## src/rtl/fetch_pkg.sv

```systemverilog
// -----------------------------------------------------------------------------
// fetch_pkg
// Shared types and constants for the instruction fetch unit and its queue.
//   fetch_state_t : fetch FSM state encoding (IDLE, WAIT, DROP)
//   INST_W        : instruction / address width
//   ENTRY_W       : width of one queue entry {pc, inst}
//   PC_INC        : fetch address step per accepted word
//   word_align()  : clears the byte-offset bits of an address
// -----------------------------------------------------------------------------
package fetch_pkg;

    localparam int INST_W  = 32;
    localparam int ENTRY_W = 2 * INST_W;

    localparam logic [INST_W-1:0] PC_INC = 32'd4;

    typedef enum logic [1:0] {
        IDLE = 2'd0,
        WAIT = 2'd1,
        DROP = 2'd2
    } fetch_state_t;

    function automatic logic [INST_W-1:0] word_align(input logic [INST_W-1:0] pc);
        return {pc[INST_W-1:2], 2'b00};
    endfunction

endpackage

```

## src/rtl/fetch_queue.sv

```systemverilog
// -----------------------------------------------------------------------------
// fetch_queue
// DEPTH-entry circular FIFO holding {pc, inst} pairs for the fetch unit.
// Ports:
//   clk, rst      : clock, asynchronous active-high reset
//   push_i        : write push_data_i at the tail
//   push_data_i   : {pc, inst} entry
//   pop_i         : drop the head entry (caller guarantees count_o > 0)
//   flush_i       : empty the queue; overrides push and pop
//   count_o       : current occupancy
//   head_o        : head entry (undefined contents while empty)
// -----------------------------------------------------------------------------
module fetch_queue
    import fetch_pkg::*;
#(
    parameter int DEPTH = 2
) (
    input  logic                         clk,
    input  logic                         rst,
    input  logic                         push_i,
    input  logic [ENTRY_W-1:0]           push_data_i,
    input  logic                         pop_i,
    input  logic                         flush_i,
    output logic [$clog2(DEPTH+1)-1:0]   count_o,
    output logic [ENTRY_W-1:0]           head_o
);

    localparam int CNT_W = $clog2(DEPTH + 1);
    localparam int PTR_W = (DEPTH > 1) ? $clog2(DEPTH) : 1;
    localparam logic [PTR_W-1:0] LAST_PTR = PTR_W'(DEPTH - 1);

    logic [ENTRY_W-1:0] mem_q [DEPTH];
    logic [PTR_W-1:0]   rd_ptr_q;
    logic [PTR_W-1:0]   wr_ptr_q;
    logic [CNT_W-1:0]   count_q;

    // Explicit wrap so non-power-of-two depths work.
    function automatic logic [PTR_W-1:0] next_ptr(input logic [PTR_W-1:0] p);
        return (p == LAST_PTR) ? '0 : p + PTR_W'(1);
    endfunction

    always_ff @(posedge clk or posedge rst) begin
        if (rst) begin
            rd_ptr_q <= '0;
            wr_ptr_q <= '0;
            count_q  <= '0;
        end else if (flush_i) begin
            rd_ptr_q <= '0;
            wr_ptr_q <= '0;
            count_q  <= '0;
        end else begin
            if (push_i) wr_ptr_q <= next_ptr(wr_ptr_q);
            if (pop_i)  rd_ptr_q <= next_ptr(rd_ptr_q);
            count_q <= count_q + CNT_W'(push_i) - CNT_W'(pop_i);
        end
    end

    // Storage needs no reset: the head is masked by the occupancy count.
    always_ff @(posedge clk) begin
        if (push_i && !flush_i) mem_q[wr_ptr_q] <= push_data_i;
    end

    assign count_o = count_q;
    assign head_o  = mem_q[rd_ptr_q];

endmodule

```

## src/rtl/inst_fetch_unit.sv

```systemverilog
// -----------------------------------------------------------------------------
// inst_fetch_unit
// Sequential instruction prefetcher: issues one word read at a time, queues
// returned words with their address, and flushes/refetches on redirect.
//
//   state | meaning
//   ------+------------------------------------------
//   IDLE  | no request outstanding
//   WAIT  | request outstanding, returned data kept
//   DROP  | request outstanding, returned data discarded
//
// Ports:
//   clk, rst               : clock, asynchronous active-high reset
//   redirect, redirect_pc  : flush and refetch from redirect_pc
//   mem_req, mem_addr      : registered read request / word address
//   mem_ack, mem_rdata     : read response
//   inst_valid, inst,      : queue head (zero while empty)
//   inst_pc
//   inst_ready             : datapath consumes the head this cycle
// -----------------------------------------------------------------------------
module inst_fetch_unit
    import fetch_pkg::*;
#(
    parameter logic [31:0] RESET_PC = 32'h0000_0000,
    parameter int          DEPTH    = 2
) (
    input  logic        clk,
    input  logic        rst,
    input  logic        redirect,
    input  logic [31:0] redirect_pc,
    output logic        mem_req,
    output logic [31:0] mem_addr,
    input  logic        mem_ack,
    input  logic [31:0] mem_rdata,
    output logic        inst_valid,
    output logic [31:0] inst,
    output logic [31:0] inst_pc,
    input  logic        inst_ready
);

    localparam int CNT_W = $clog2(DEPTH + 1);
    localparam logic [CNT_W-1:0] DEPTH_C  = CNT_W'(DEPTH);
    localparam logic [CNT_W-1:0] DEPTH_M1 = CNT_W'(DEPTH - 1);

    fetch_state_t state_q, state_d;
    logic [31:0]  fetch_pc_q, fetch_pc_d;
    logic [31:0]  mem_addr_q, mem_addr_d;
    logic         mem_req_q, mem_req_d;
    logic [31:0]  pc_plus;

    logic               push, pop, flush;
    logic [CNT_W-1:0]   count, occ_after_pop;
    logic [ENTRY_W-1:0] head;
    logic               room_idle, room_after_push;

    fetch_queue #(.DEPTH(DEPTH)) u_queue (
        .clk         (clk),
        .rst         (rst),
        .push_i      (push),
        .push_data_i ({fetch_pc_q, mem_rdata}),
        .pop_i       (pop),
        .flush_i     (flush),
        .count_o     (count),
        .head_o      (head)
    );

    assign inst_valid = (count != '0);
    // A redirect flushes the queue, so a simultaneous handshake is not a pop.
    assign pop           = inst_valid & inst_ready & ~redirect;
    assign occ_after_pop = count - CNT_W'(pop);
    // Issuing from IDLE reserves one slot for the new request; staying in
    // WAIT after a push needs one slot beyond the word just pushed.
    assign room_idle       = (occ_after_pop < DEPTH_C);
    assign room_after_push = (occ_after_pop < DEPTH_M1);
    assign pc_plus         = fetch_pc_q + PC_INC;

    always_comb begin
        state_d    = state_q;
        fetch_pc_d = fetch_pc_q;
        mem_req_d  = mem_req_q;
        mem_addr_d = mem_addr_q;
        push       = 1'b0;
        flush      = 1'b0;
        case (state_q)
            IDLE: begin
                if (redirect) begin
                    flush      = 1'b1;
                    fetch_pc_d = word_align(redirect_pc);
                end else if (room_idle) begin
                    state_d    = WAIT;
                    mem_req_d  = 1'b1;
                    mem_addr_d = fetch_pc_q;
                end
            end
            WAIT: begin
                if (redirect) begin
                    flush      = 1'b1;
                    fetch_pc_d = word_align(redirect_pc);
                    if (mem_ack) begin
                        state_d   = IDLE;
                        mem_req_d = 1'b0;
                    end else begin
                        state_d = DROP;
                    end
                end else if (mem_ack) begin
                    push       = 1'b1;
                    fetch_pc_d = pc_plus;
                    if (room_after_push) begin
                        mem_addr_d = pc_plus;
                    end else begin
                        state_d   = IDLE;
                        mem_req_d = 1'b0;
                    end
                end
            end
            DROP: begin
                if (redirect) begin
                    flush      = 1'b1;
                    fetch_pc_d = word_align(redirect_pc);
                end
                if (mem_ack) begin
                    state_d   = IDLE;
                    mem_req_d = 1'b0;
                end
            end
            default: begin
                state_d   = IDLE;
                mem_req_d = 1'b0;
            end
        endcase
    end

    always_ff @(posedge clk or posedge rst) begin
        if (rst) begin
            state_q    <= IDLE;
            fetch_pc_q <= word_align(RESET_PC);
            mem_req_q  <= 1'b0;
            mem_addr_q <= '0;
        end else begin
            state_q    <= state_d;
            fetch_pc_q <= fetch_pc_d;
            mem_req_q  <= mem_req_d;
            mem_addr_q <= mem_addr_d;
        end
    end

    assign mem_req  = mem_req_q;
    assign mem_addr = mem_addr_q;
    assign inst     = inst_valid ? head[INST_W-1:0]       : '0;
    assign inst_pc  = inst_valid ? head[ENTRY_W-1:INST_W] : '0;

endmodule

```

## config.mk

```make
export PLATFORM = sky130hd
export DESIGN_NAME = inst_fetch_unit
export DESIGN_NICKNAME = d
export VERILOG_FILES = /design/src/rtl/fetch_pkg.sv /design/src/rtl/fetch_queue.sv /design/src/rtl/inst_fetch_unit.sv
export SDC_FILE = /design/constraint.sdc
export NUM_CORES = 1
export LEC_CHECK = 0
export ABC_CLOCK_PERIOD_IN_PS = 9600
export CAP_MARGIN = 20
export CORE_ASPECT_RATIO = 1.25
export CORE_MARGIN = 8
export CORE_UTILIZATION = 35
export CTS_BUF_LIST = sky130_fd_sc_hd__clkbuf_16
export CTS_CLUSTER_DIAMETER = 80
export DETAILED_ROUTE_END_ITERATION = 12
export SLEW_MARGIN = 20
export SYNTH_ARGS = -nofsm -noshare
export SYNTH_HDL_FRONTEND = slang
export SYNTH_SLANG_ARGS = --single-unit
```

## constraint.sdc

```tcl
create_clock -name clk -period 9.6 [get_ports clk]
set_input_delay 1.44 -clock clk [delete_from_list [all_inputs] [get_ports clk]]
set_output_delay 1.44 -clock clk [all_outputs]
set_load 0.01 [all_outputs]
```

==> flow_results.org <==
** Synthesis
- Flops & latches, synth :: 191
- The synthesized netlist devotes 11.2% of its cell area to compound gates.
- Parity-gate share of the synthesized area counting xor and xnor cells :: 1.18%
- Of the total synthesized cell area, the portion taken by AND, OR, NAND and NOR gates is 15.1%.
- Area share of fa/ha/maj cells after synthesis :: 0.281%
- For this run, the number of Yosys warnings is 0.
- Proportion of synthesized chip area in sequential cells :: 60.6%
- Mapped Avg Cell Area :: 12.0 sq um
- The number of different library cells used by synthesis comes to 70.
- For this run, asynchronously set or reset flops after synthesis account for 35.1%.
- After synthesis, the share of cell area in mux cells is 7.21%.
- Among all flip-flop cells after synthesis, the most frequent one is edfxtp_1.
- Largest family of logic cells by synthesized area :: simple AND/OR/NAND/NOR gates
- The synthesized design contains 124 enable-type register cells.
- Synthesis produced a netlist whose cell count is 746.
- Mapped Area :: 8910 sq um

** Global route
- The first global-routing pass estimated 38.3 mm of wire.
- Via count of the first global-routing pass :: 6457
- For this run the aggregate overflow at the end of global routing stands at 0.
- The initial antenna violation count was 0.
- Entering global routing, the biggest net connects 68 pins.
- Across every metal layer, demand over resource in global routing totals 15.7%.

** Timing
- Subtracting the final worst setup slack from the clock period gives 4.14 ns.
- Number of endpoints failing setup at the final stage :: 0
- Derived from the worst setup path, the maximum achievable clock frequency is 0.242 GHz.
- Fin. max-slew vios :: 0
- Final Cycle Share :: 43.1%
- Measured slew at the worst slew-check pin :: 1.02 ns
- Clock skew :: 0.0157 ns
- Setup repair after global routing missed its margin :: no
- Final hold violations :: 0
- In the final timing run, aggregate negative setup slack is 0 ns.
- Measured against its own limit, the worst slew margin works out to 31.8%.

** Placement
- Placed Instance Area :: 10700 sq um
- Detailed-placement wirelength estimate :: 16.0 mm
- In this run the tool buffered the top-level ports with 160 buffer cells.
- The congestion estimate from routability-driven global placement came to 0.838.

** Hold path
- Along the worst hold path, the cell count comes to 1.
- The worst hold path terminates at mem_req.
- Hold WC Path Type :: register to register
- The startpoint identified for the worst hold timing path is mem_req.

** Power and ir drop
- Power comes to 0.00217 W.
- Highest ir drop seen on vdd :: 0.115 mV
- Static power due to leakage :: 3.69 nW
- Power spread over the standard cell area amounts to 192 nW/um^2.

** Routing
- The routed design has 24.3 mm of wire.
- Drt pass-1 iters :: 7
- In the routed layout, each cell is associated on average with a via count of 5.38.
- The detailed router finished its first iteration with 511 violations.
- DRC viols :: 0
- In the final routed layout, each cell accounts on average for 19.9 um.
- The count of nets left with antenna violations once routing finished came out at 0.
- Vias post-DR :: 6563

** Floorplanning
- Initial core utilization :: 35.5%
- In this run the horizontal extent of the chip is 159 um.
- Boundary Pins :: 167
- Core region area :: 25100 sq um
- Standard-cell row count :: 65
- The die covers 30900 sq um.
- The floorplan step set the die height to 194 um.

** Clocking
- Clock tree synthesis found a total of 191 sinks.
- Clock buffer depth :: 2
- H-tree depth :: 4
- Post-CTS Resized :: 0
- CTS tree :: yes
- After clock tree synthesis, the clock-pin slew on the worst setup and hold paths is 0.08 ns.
- For this design, the CTS-stage hold fixing added 0 buffers.
- Clock latency on the worst-skew pair, taken at its later pin, is 0.44 ns.
- CTS Root Buffer Type :: clkbuf_16
- Number of buffers created by CTS :: 17
- The number of setup buffers added after CTS is 0.

** Final layout
- Measured on the finished design, the core utilization comes to 45.0%.
- Of the cells placed in the final design, the portion with a size suffix greater than 1 is 7.46%.
- Non-Filler Cell Area, Final :: 11300 sq um
- The area growth from synthesis to layout is 26.9%.
- Filler cell count in the final layout :: 2290
- The number of antenna diodes in the final layout is 0.
- The net count of the finished layout is 943.

** Critical path
- Setup slack on the worst reg-to-reg path comes out at 6.81 ns.
- Crit path arrival time :: 2.70 ns
- Maximum cell stage delay along the critical path :: 0.80 ns
- Capture instance of the worst register-to-register path :: u_queue.mem_q[1][37]
- In this run the critical register-to-register path is launched from state_q[0].
- Type of the worst setup path :: register to primary output
- Data on the critical path is required at its endpoint by 8.16 ns.
- Together, buffers and inverters on the worst path number 2.
- The worst setup path is captured at a primary output.
- Kind of start point of the critical path :: register
- Among cell families on the critical path, the largest total delay comes from buffers and inverters.
- Maximum fanout along the worst path :: 57
- Cells along the critical path :: buf_4, mux2i_1, nor2_1, clkdlybuf4s50_1
- Critical-path top delay cell :: buf_4
- For the worst flop-to-flop path, the logic depth is 5.

** Outcome
- The flow ran to the end, and the final reports show no timing, DRC or antenna violations.

** Run
- Number of max-cap violations :: 0
-- Yosys cell counts, types with 4 or more instances --
library cell | count | area share (%)
nor3_1 | 37 | 2.1
nand4_1 | 15 | 1.1
nand3_1 | 22 | 1.2
a32oi_1 | 5 | 0.49
a211oi_1 | 4 | 0.34
o31ai_1 | 11 | 0.93
inv_1 | 6 | 0.25
edfxtp_1 | 124 | 42
o22ai_1 | 6 | 0.42
a311oi_1 | 4 | 0.39
nand2_1 | 29 | 1.2
o32ai_1 | 10 | 0.98
a21oi_1 | 35 | 2.0
clkbuf_1 | 43 | 1.8
and3_1 | 6 | 0.42
a31oi_1 | 21 | 1.5
nor4_1 | 7 | 0.49
nor2b_1 | 6 | 0.42
or4_1 | 16 | 1.3
o311ai_0 | 4 | 0.39
nor2_1 | 83 | 3.5
clkbuf_8 | 6 | 0.93
o211ai_1 | 6 | 0.51
o21ai_0 | 13 | 0.73
dfrtp_1 | 67 | 19
and4_1 | 4 | 0.39
a2bb2oi_1 | 4 | 0.39
or3_1 | 8 | 0.56
buf_4 | 5 | 0.42
xnor2_1 | 9 | 0.88
buf_2 | 5 | 0.28
mux2i_1 | 62 | 7.0
-- layer usage --
metal,vias to the layer above,GRT usage [%],wire length [um]
li1,3093,-,-
met1,3201,19.6,10500
met2,238,25.9,11900
met3,31,3.95,1460
met4,0,5.72,543
met5,-,0,0
-- cells in the final DEF (no fill, tap or decap), drive strengths merged, types with 5 or more instances in the layout --
master         Yosys  layout
a21oi             35      35
a31oi             21      21
a32oi              5       5
and3               6       6
and4               5       5
buf               16      11
clkbuf            51      18
clkdlybuf4s50      0     160
clkinv             1       6
dfrtp             67      67
edfxtp           124     124
inv                6      13
mux2i             62      62
nand2             30      30
nand3             23      23
nand4             16      16
nor2              83      83
nor2b              6       6
nor3              37      37
nor4               8       8
o211ai             6       6
o21ai             13      13
o22ai              6       6
o311ai             5       5
o31ai             11      11
o32ai             10      10
or3                8       8
or4               18      18
xnor2              9       9
-- flip-flops by register name (all words and copies together) (netlist names) --
register / flops
u_queue.wr_ptr_q: 1
state_q: 2
u_queue.mem_q: 124
mem_addr: 30
u_queue.rd_ptr_q: 1
u_queue.count_o: 2
mem_req: 1
fetch_pc_q: 30
-- kinds of logic after synthesis --
kind of cell / Yosys count
and+or+nand+nor: 257
DFF: 191
AOI/OAI and AO/OA: 145
buffers and inverters: 74
muxes: 64
xor gates and xnor gates: 12
adders and majority gates: 2
other: 1
-- how the worst max path moves through the flow --
stage / slack (ns) / endpoint / depth (start not counted) / start
after floorplan: 4.72 / u_queue.mem_q[0][0] / 3 / redirect
after global placement: 5.06 / u_queue.mem_q[1][23] / 6 / redirect
after detailed placement: 5.02 / u_queue.mem_q[1][29] / 6 / redirect
after CTS: 5.36 / inst_pc[10] / 4 / u_queue.rd_ptr_q
after global routing: 5.28 / inst_pc[19] / 4 / u_queue.rd_ptr_q
final: 5.46 / inst_pc[14] / 4 / u_queue.rd_ptr_q
-- layout make-up --
type | count | area (sq um) | share of cell area (%)
Sequential cell | 191 | 5400 | 47.8
Multi-Input combinational cell | 484 | 3180 | 28.1
Timing Repair Buffer | 171 | 1680 | 14.9
Clock buffer | 18 | 450 | 3.98
Tap cell | 335 | 419 | 3.71
Clock inverter | 14 | 151 | 1.34
Inverter | 7 | 26.3 | 0.232
-- stage by stage --
step	worst slack (ns)	std cells	hold slack (ns)
2_1_floorplan	4.72	749	0.440
3_3_place_gp	5.06	1188	0.465
3_5_place_dp	5.02	1188	0.473
4_1_cts	5.36	1220	0.505
5_1_grt	5.28	1220	0.529
6_report	5.46	1220	0.501
-- worst register-to-register path, delay by kind of cell (launching register included) --
family                 cells  cell delay [ns]
and+or+nand+nor            2             0.36
DFF                        1             0.71
buffers and inverters      2             1.01
AOI/OAI and AO/OA          1             0.29
-- power by group --
part	internal, W	switching [W]	total, W
Combinational	0.000193	0.000201	0.000394
Sequential	0.000964	0.0000944	0.00106
Clock	0.000404	0.000316	0.000720
(Power assumes the default switching activity.)
